==> src/rtl/team_06_pwm_audio_out.sv <==
// PWM audio out: 8-bit period counter, one-entry sample buffer loaded at each period boundary, sticky underrun; pwm_out lags cnt by one clock.
// sample_ready drops while a sample is pending and reopens after the boundary load; define TEAM_06_PWM_PRESCALE_EN to tick every PRESCALE clocks.
module team_06_pwm_audio_out #(
    parameter int PRESCALE = 4
) (
    input  logic       clk,
    input  logic       rst,
    input  logic       enable,
    input  logic [7:0] audio_in,
    input  logic       sample_valid,
    output logic       sample_ready,
    output logic       sample_req,
    input  logic       clear_underrun,
    output logic       underrun,
    output logic       pwm_out
);

    if (PRESCALE < 2) begin : g_prescale_check
        $error("PRESCALE must be at least 2");
    end

    logic [7:0] cnt;
    logic [7:0] duty;
    logic [7:0] pending;
    logic       full;
    logic       tick;
    logic       boundary;
    logic       accept;

`ifdef TEAM_06_PWM_PRESCALE_EN
    localparam int PW = $clog2(PRESCALE);
    localparam logic [PW-1:0] PRESC_LAST = PW'(PRESCALE - 1);

    logic [PW-1:0] presc;

    assign tick = (presc == PRESC_LAST);

    always_ff @(posedge clk or posedge rst) begin
        if (rst) begin
            presc <= '0;
        end else if (!enable || tick) begin
            presc <= '0;
        end else begin
            presc <= presc + 1'b1;
        end
    end
`else
    assign tick = 1'b1;
`endif

    assign boundary     = enable && tick && (cnt == 8'd255);
    assign sample_req   = boundary;
    assign sample_ready = !full;
    assign accept       = sample_valid && !full;

    always_ff @(posedge clk or posedge rst) begin
        if (rst) begin
            cnt <= 8'd0;
        end else if (!enable) begin
            cnt <= 8'd0;
        end else if (tick) begin
            cnt <= cnt + 8'd1;
        end
    end

    // A full buffer cannot accept, so the boundary load and a new accept never coincide.
    always_ff @(posedge clk or posedge rst) begin
        if (rst) begin
            duty    <= 8'd0;
            pending <= 8'd0;
            full    <= 1'b0;
        end else begin
            if (boundary && full) begin
                duty <= pending;
                full <= 1'b0;
            end else if (accept) begin
                pending <= audio_in;
                full    <= 1'b1;
            end
        end
    end

    always_ff @(posedge clk or posedge rst) begin
        if (rst) begin
            underrun <= 1'b0;
        end else if (boundary && !full) begin
            underrun <= 1'b1;
        end else if (clear_underrun) begin
            underrun <= 1'b0;
        end
    end

    always_ff @(posedge clk or posedge rst) begin
        if (rst) begin
            pwm_out <= 1'b0;
        end else begin
            pwm_out <= enable && (cnt < duty);
        end
    end

endmodule

==> config.mk <==
export PLATFORM = sky130hd
export DESIGN_NAME = team_06_pwm_audio_out
export DESIGN_NICKNAME = d
export VERILOG_FILES = /design/src/rtl/team_06_pwm_audio_out.sv
export SDC_FILE = /design/constraint.sdc
export NUM_CORES = 1
export LEC_CHECK = 0
export BUFFER_PORTS_ARGS = -buffer_cell sky130_fd_sc_hd__buf_4
export CAP_MARGIN = 0
export CORE_ASPECT_RATIO = 0.7
export CORE_UTILIZATION = 60
export CTS_BUF_LIST = sky130_fd_sc_hd__clkbuf_8
export CTS_CLUSTER_SIZE = 28
export DETAILED_ROUTE_END_ITERATION = 8
export GPL_TIMING_DRIVEN = 0
export PLACE_DENSITY_LB_ADDON = 0.15
export REMOVE_ABC_BUFFERS = 1
export SETUP_SLACK_MARGIN = 0.3
export SYNTH_ARGS = -nofsm -noshare
export SYNTH_HDL_FRONTEND = slang
export SYNTH_SLANG_ARGS = --single-unit
export TNS_END_PERCENT = 1
==> constraint.sdc <==
create_clock -name clk -period 3.1 [get_ports clk]
set_input_delay 0.155 -clock clk [delete_from_list [all_inputs] [get_ports clk]]
set_output_delay 0.155 -clock clk [all_outputs]
set_load 0.02 [all_outputs]
==> out/metrics.yaml, run 1 <==
required_ns: 3.21
p_per_area_mw_per_mm2: 431
fin_skew_ns: 0.00379
min_path_type: "in2reg"
hold_ws_ns: 0.105
end_kind: "register"
fin_tns_setup_ns: 0
totalPowerFinal_uw: 622
wl_um: 2220
min_period_ns: 1.94
setup_slack_ns: 1.16
postCtsSetupBuffers: 0
synthMostInstantiatedCell: "dfrtp_1"
die_h_um: 40.2
synth.top_cell.area_share_pct: 53.9
final_max_slew_viol_count: 0
irDropWorstVdd_v: 0.000444
finalCritPeriodShare_pct: 62.6
grt_pass1_wl_um: 3810
worst_pin_slew_ns: 1.03
drive_gt1_share_pct: 31.7
slew_headroom_pct: 31.6
syn_to_final_growth_pct: 15.1
yosys-top-cells-area: "dfrtp_1 (54%), mux2_2 (14%), ha_1 (8.0%), inv_1 (3.3%), nor2_1 (1.8%)"
viasPerCell: 5.65
drt_iter0_markers: 14
preCtsSetupSlack_ns: 1.19
fillers: 133
synth-seq-cells: 27
diodes: 0
synth_warnings: 0
hold_viol: 0
crit_arrival_ns: 2.05
insertion_delay_ns: 0.27
dieArea_sq_mm: 0.00228
async_flop_share_pct: 100
initial_core_util_pct: 65.9
die_w_um: 56.6
dp.cells: 138
cts_resized: 0
grt_max_degree: 28
final_cells: 142
dp_hpwl_um: 1600
grt-ovfl-total: 0
antenna_found_initial: 0
cts_root_buf: "clkbuf_8"
first_pass_iters: 4
rsz0062_at_grt: "false"
setup_viol: 0
cts_hold_buf: 0
synth_cell_types: 25
placement_rows: 13
drv_cap: 0
grt_usage_pct: 23.5
synth_edf_count: 0
max_clock_freq_mhz: 516
wl_per_cell_um: 15.6
cts_tree: "done"
crit_path_start_kind: "register"
cts-buffers-inserted: 3
path_class: "reg2reg"
core_sq_mm: 0.00190
syn_inst: 101
crit_fanout: 6
syn_area_sq_mm: 0.00125
vias: 802
status: "finished, final reports clean"
yosys.area.top_type: "dfrtp_1"
nets: 142
port_buffers: 16
htree_levels: 1
clkSinkCount: 27
synthFlopType: "dfrtp_1"
power.leakage_nw: 0.684
path_clk_slew_ns: 0.09
place_congestion: 0.763
ys_seq_area_share_pct: 53.9
clock_path_buffers: 2
ys_top_cells_by_count: "dfrtp_1 (27), mux2_2 (16), inv_1 (11)"
ios: 17
drc_errors: 0
synth.avg_cell_area_sq_um: 12.4
ant_nets: 0
grt_pass1_vias: 821
[state kept, by name, summed over array words and instances, names as in the netlist]
| signal | count |
|---|---|
| underrun | 1 |
| pending | 8 |
| cnt | 8 |
| pwm_out | 1 |
| full | 1 |
| duty | 8 |
[cell type report]
cell class,count,area (sq um),area share (%)
clock buffer,3,41.3,2.86
clock inverter,1,3.75,0.260
inverter,11,41.3,2.86
multi-input combinational,62,533,36.9
sequential,27,676,46.8
tap,22,27.5,1.91
timing repair buffer,16,120,8.33
[per-stage QoR]
| step | cell area (sq um) | util, % |
|---|---|---|
| 2_1_floorplan | 1250 | - |
| 3_3_place_gp | 1400 | 73.4 |
| 3_5_place_dp | 1400 | 73.4 |
| 4_1_cts | 1440 | 75.8 |
| 5_1_grt | 1440 | 75.8 |
| 6_report | 1440 | 75.8 |
[kinds of logic (layout without fill, tap and decap cells)]
| group | after synthesis | count (layout) | share of synthesized area, % |
|---|---|---|---|
| buffers and inverters | 12 | 31 | 3.59 |
| multiplexers | 16 | 16 | 14.4 |
| AO/OA/AOI/OAI | 13 | 13 | 6.69 |
| XOR/XNOR | 3 | 3 | 2.10 |
| AND/OR/NAND/NOR | 22 | 22 | 11.4 |
| flip-flops | 27 | 27 | 53.9 |
| adder cells (fa/ha/maj) | 8 | 8 | 7.98 |
[layout by cell type, fill, tap and decap left out, types with 2 or more instances in the layout]
master,count
inv_1,12
ha_1,8
dfrtp_1,27
a21oi_1,4
nand2_1,3
clkbuf_8,3
nand3_1,3
mux2_2,16
or3_1,2
o21ai_0,4
nor2b_1,2
xor2_1,2
buf_4,16
nor2_1,6
[path summary, 6_finish.rpt]
check	start	to	cells after the start	slack (ns)
max	cnt[3]	pwm_out	4	1.16
min	audio_in[3]	pending[3]	2	0.10
max reg2reg	cnt[3]	pwm_out	4	1.16
min reg2reg	cnt[0]	cnt[0]	1	0.50
max in group asynchronous	rst	duty[5]	2	2.36
min in group asynchronous	rst	pending[3]	2	0.13
[per-layer routing]
layer / vias to the layer above / wire (um) / global-route usage (%) / part of all wire (%)
met5: - / 0 / 0 / 0
met4: 0 / 12 / 3.66 / 0.54
met3: 2 / 87 / 6.77 / 3.9
met2: 15 / 1080 / 41.8 / 49
met1: 395 / 1040 / 30.2 / 47
li1: 390 / - / - / -
[critical path: stages, from the launching register on]
cell and delay, ns:
dfrtp_1 0.48, ha_1 0.35, a211oi_1 0.27, o21ai_0 0.15, a2111oi_0 0.53
[power by group]
part           internal, mW  total, mW  leakage, nW  switching, mW
logic                0.0268     0.0485        0.301         0.0218
clock network        0.0889      0.195       0.0269          0.106
registers             0.368      0.378        0.356        0.00991
total                 0.484      0.622        0.684          0.138
Note: power is estimated with default switching activity, not from simulation.
==> run 2, diff against run 1 <==
--- a/config.mk
+++ b/config.mk
@@ -8,7 +8,7 @@
 export BUFFER_PORTS_ARGS = -buffer_cell sky130_fd_sc_hd__buf_4
 export CAP_MARGIN = 0
 export CORE_ASPECT_RATIO = 0.7
-export CORE_UTILIZATION = 60
+export CORE_UTILIZATION = 53
 export CTS_BUF_LIST = sky130_fd_sc_hd__clkbuf_8
 export CTS_CLUSTER_SIZE = 28
 export DETAILED_ROUTE_END_ITERATION = 8
==> constraint.sdc (replaced) <==
create_clock -name clk -period 1.6 [get_ports clk]
set_input_delay 0.08 -clock clk [delete_from_list [all_inputs] [get_ports clk]]
set_output_delay 0.08 -clock clk [all_outputs]
set_load 0.02 [all_outputs]
==> run 2 against run 1 <==
Non-clock buffer count up 8. Global-route usage down 2.0 points. Sequential power up 95%. Largest power group unchanged. Combinational power up 140%. Highest routed layer unchanged.
==> out/metrics.yaml, run 2 (synthesis results as in run 1) <==
grt_max_degree: 28  # unchanged
setup_viol: 0  # unchanged
antenna_found_initial: 0  # unchanged
clkSinkCount: 27  # unchanged
diodes: 0  # unchanged
drv_cap: 0  # unchanged
totalPowerFinal_mw: 1.22  # +96%
drive_gt1_share_pct: 47.7  # +16 points
cts_tree: "done"
nets: 150  # +5.6%
final_max_slew_viol_count: 0  # unchanged
pwr-share-seq_pct: 60.2  # -0.6 points
path_class: "reg2reg"
dieArea_sq_mm: 0.00257  # +13%
die_h_um: 42.7  # +6.1%
vias: 862  # +7.5%
status: "finished, final reports clean"
fin_skew_ns: 0.00212  # -0.00167 ns
required_ns: 1.77  # -1.44 ns
power.leakage_nw: 0.749  # +9.5%
p_per_area_mw_per_mm2: 754  # +75%
port_buffers: 16  # unchanged
die_w_um: 60.1  # +6.2%
syn_to_final_growth_pct: 29.3
worst_pin_slew_ns: 1.02  # -0.00952 ns
wl_per_cell_um: 15.1  # -3.0%
crit_arrival_ns: 1.68  # -0.37 ns
initial_core_util_pct: 57.3  # -8.6 points
grt_pass1_vias: 852  # +3.8%
fin_tns_setup_ns: 0  # unchanged
path_clk_slew_ns: 0.09  # about the same
final_cell_mix: "dfrtp_1 (23), buf_4 (22), mux2_2 (14)"
place_congestion: 0.753  # -1.3%
insertion_delay_ns: 0.27  # about the same
grt_pass1_wl_um: 3910  # +2.7%
crit_path_start_kind: "register"
core_sq_mm: 0.00219  # +15%
swShare_pct: 22.2  # +0.077 points
dp_hpwl_um: 1570  # -2.1%
max_clock_freq_mhz: 661  # +28%
ant_nets: 0  # unchanged
grt_usage_pct: 21.5  # -2.0 points
pwr-share-comb_pct: 9.5  # +1.7 points
placement_rows: 14  # +1
min_path_type: "in2reg"
ios: 17  # unchanged
dp.cells: 148  # +7.2%
end_kind: "register"
irDropWorstVdd_v: 0.000706  # +59%
final_cells: 160  # +13%
grt-ovfl-total: 0  # unchanged
hold_viol: 0  # unchanged
crit_fanout: 3  # -3
drt_iter0_markers: 34  # +20
cts-buffers-inserted: 3  # unchanged
clock_path_buffers: 2  # unchanged
htree_levels: 1  # unchanged
rsz0062_at_grt: "true"
viasPerCell: 5.39  # -4.6%
first_pass_iters: 4  # unchanged
cts_hold_buf: 0  # unchanged
top_regs: "cnt: 8 flops, duty: 8 flops, pending: 8 flops"
p_int_uw: 950  # +96%
cts_root_buf: "clkbuf_8"
finalCritPeriodShare_pct: 94.6  # +32 points
min_period_ns: 1.51  # -0.425 ns
drc_errors: 0  # unchanged
final_common_cell: "dfrtp_1"
power_frac_clock_pct: 30.2  # -1.2 points
slew_headroom_pct: 32.2  # +0.64 points
wl_um: 2420  # +9.3%
power_switching_uw: 272  # +97%
run 2: cell type report:
| cell class | count | area (sq um) |
|---|---|---|
| fill | 153 | 568 |
| multi-input combinational | 62 | 627 |
| sequential | 27 | 681 |
| inverter | 11 | 41.3 |
| tap | 32 | 40.0 |
| timing repair buffer | 24 | 188 |
| clock buffer | 3 | 41.3 |
| clock inverter | 1 | 3.75 |
run 2: final timing paths:
path	startpoint	endpoint	slack [ns]	cells past startpoint
max	cnt[1]	pwm_out	0.09	4
min	audio_in[3]	pending[3]	0.04	2
max reg2reg	cnt[1]	pwm_out	0.09	4
min reg2reg	duty[6]	duty[6]	0.51	1
max in group asynchronous	rst	cnt[3]	0.87	2
min in group asynchronous	rst	pending[0]	0.05	2
run 2: metrics by stage:
step,util (%),setup WS (ns),area (sq um),hold slack [ns]
floorplan,-,-0.0225,1250,0.133
global placement,64.4,-0.232,1410,0.304
detailed placement,64.4,-0.263,1410,0.317
CTS,71.0,0.0923,1550,0.0322
global route,74.1,-0.00514,1620,0.0337
finish,74.1,0.0862,1620,0.0384
run 2: worst max-delay path, stage by stage (launching register included):
cell and delay (ns):
dfrtp_1 0.44, ha_1 0.31, o211ai_1 0.18, o21ai_1 0.16
a2111oi_4 0.32
run 2: timing repair:
action	in CTS	in global routing
pin swaps	2	2
resized for setup	12	13
buffers inserted	8	0
setup endpoints to repair	21	22
cloned	0	0
run 2: power by group through the flow:
stage / Clock (mW) / Sequential (mW) / Combinational [mW]
2_1_floorplan: 0 / 0.743 / 0.0530
3_3_place_gp: 0 / 0.745 / 0.0893
3_5_place_dp: 0 / 0.747 / 0.0943
4_1_cts: 0.382 / 0.733 / 0.104
5_1_grt: 0.406 / 0.742 / 0.130
6_report: 0.369 / 0.736 / 0.116
run 2: metal layers:
layer  vias up  wire length, um  GRT usage, %  part of all wire, %
met5         -                0             0                    0
met4         0               17          6.05                 0.70
met3         4              100          8.84                  4.1
met2        20             1210          32.3                   50
met1       432             1090          28.6                   45
li1        406                -             -                    -
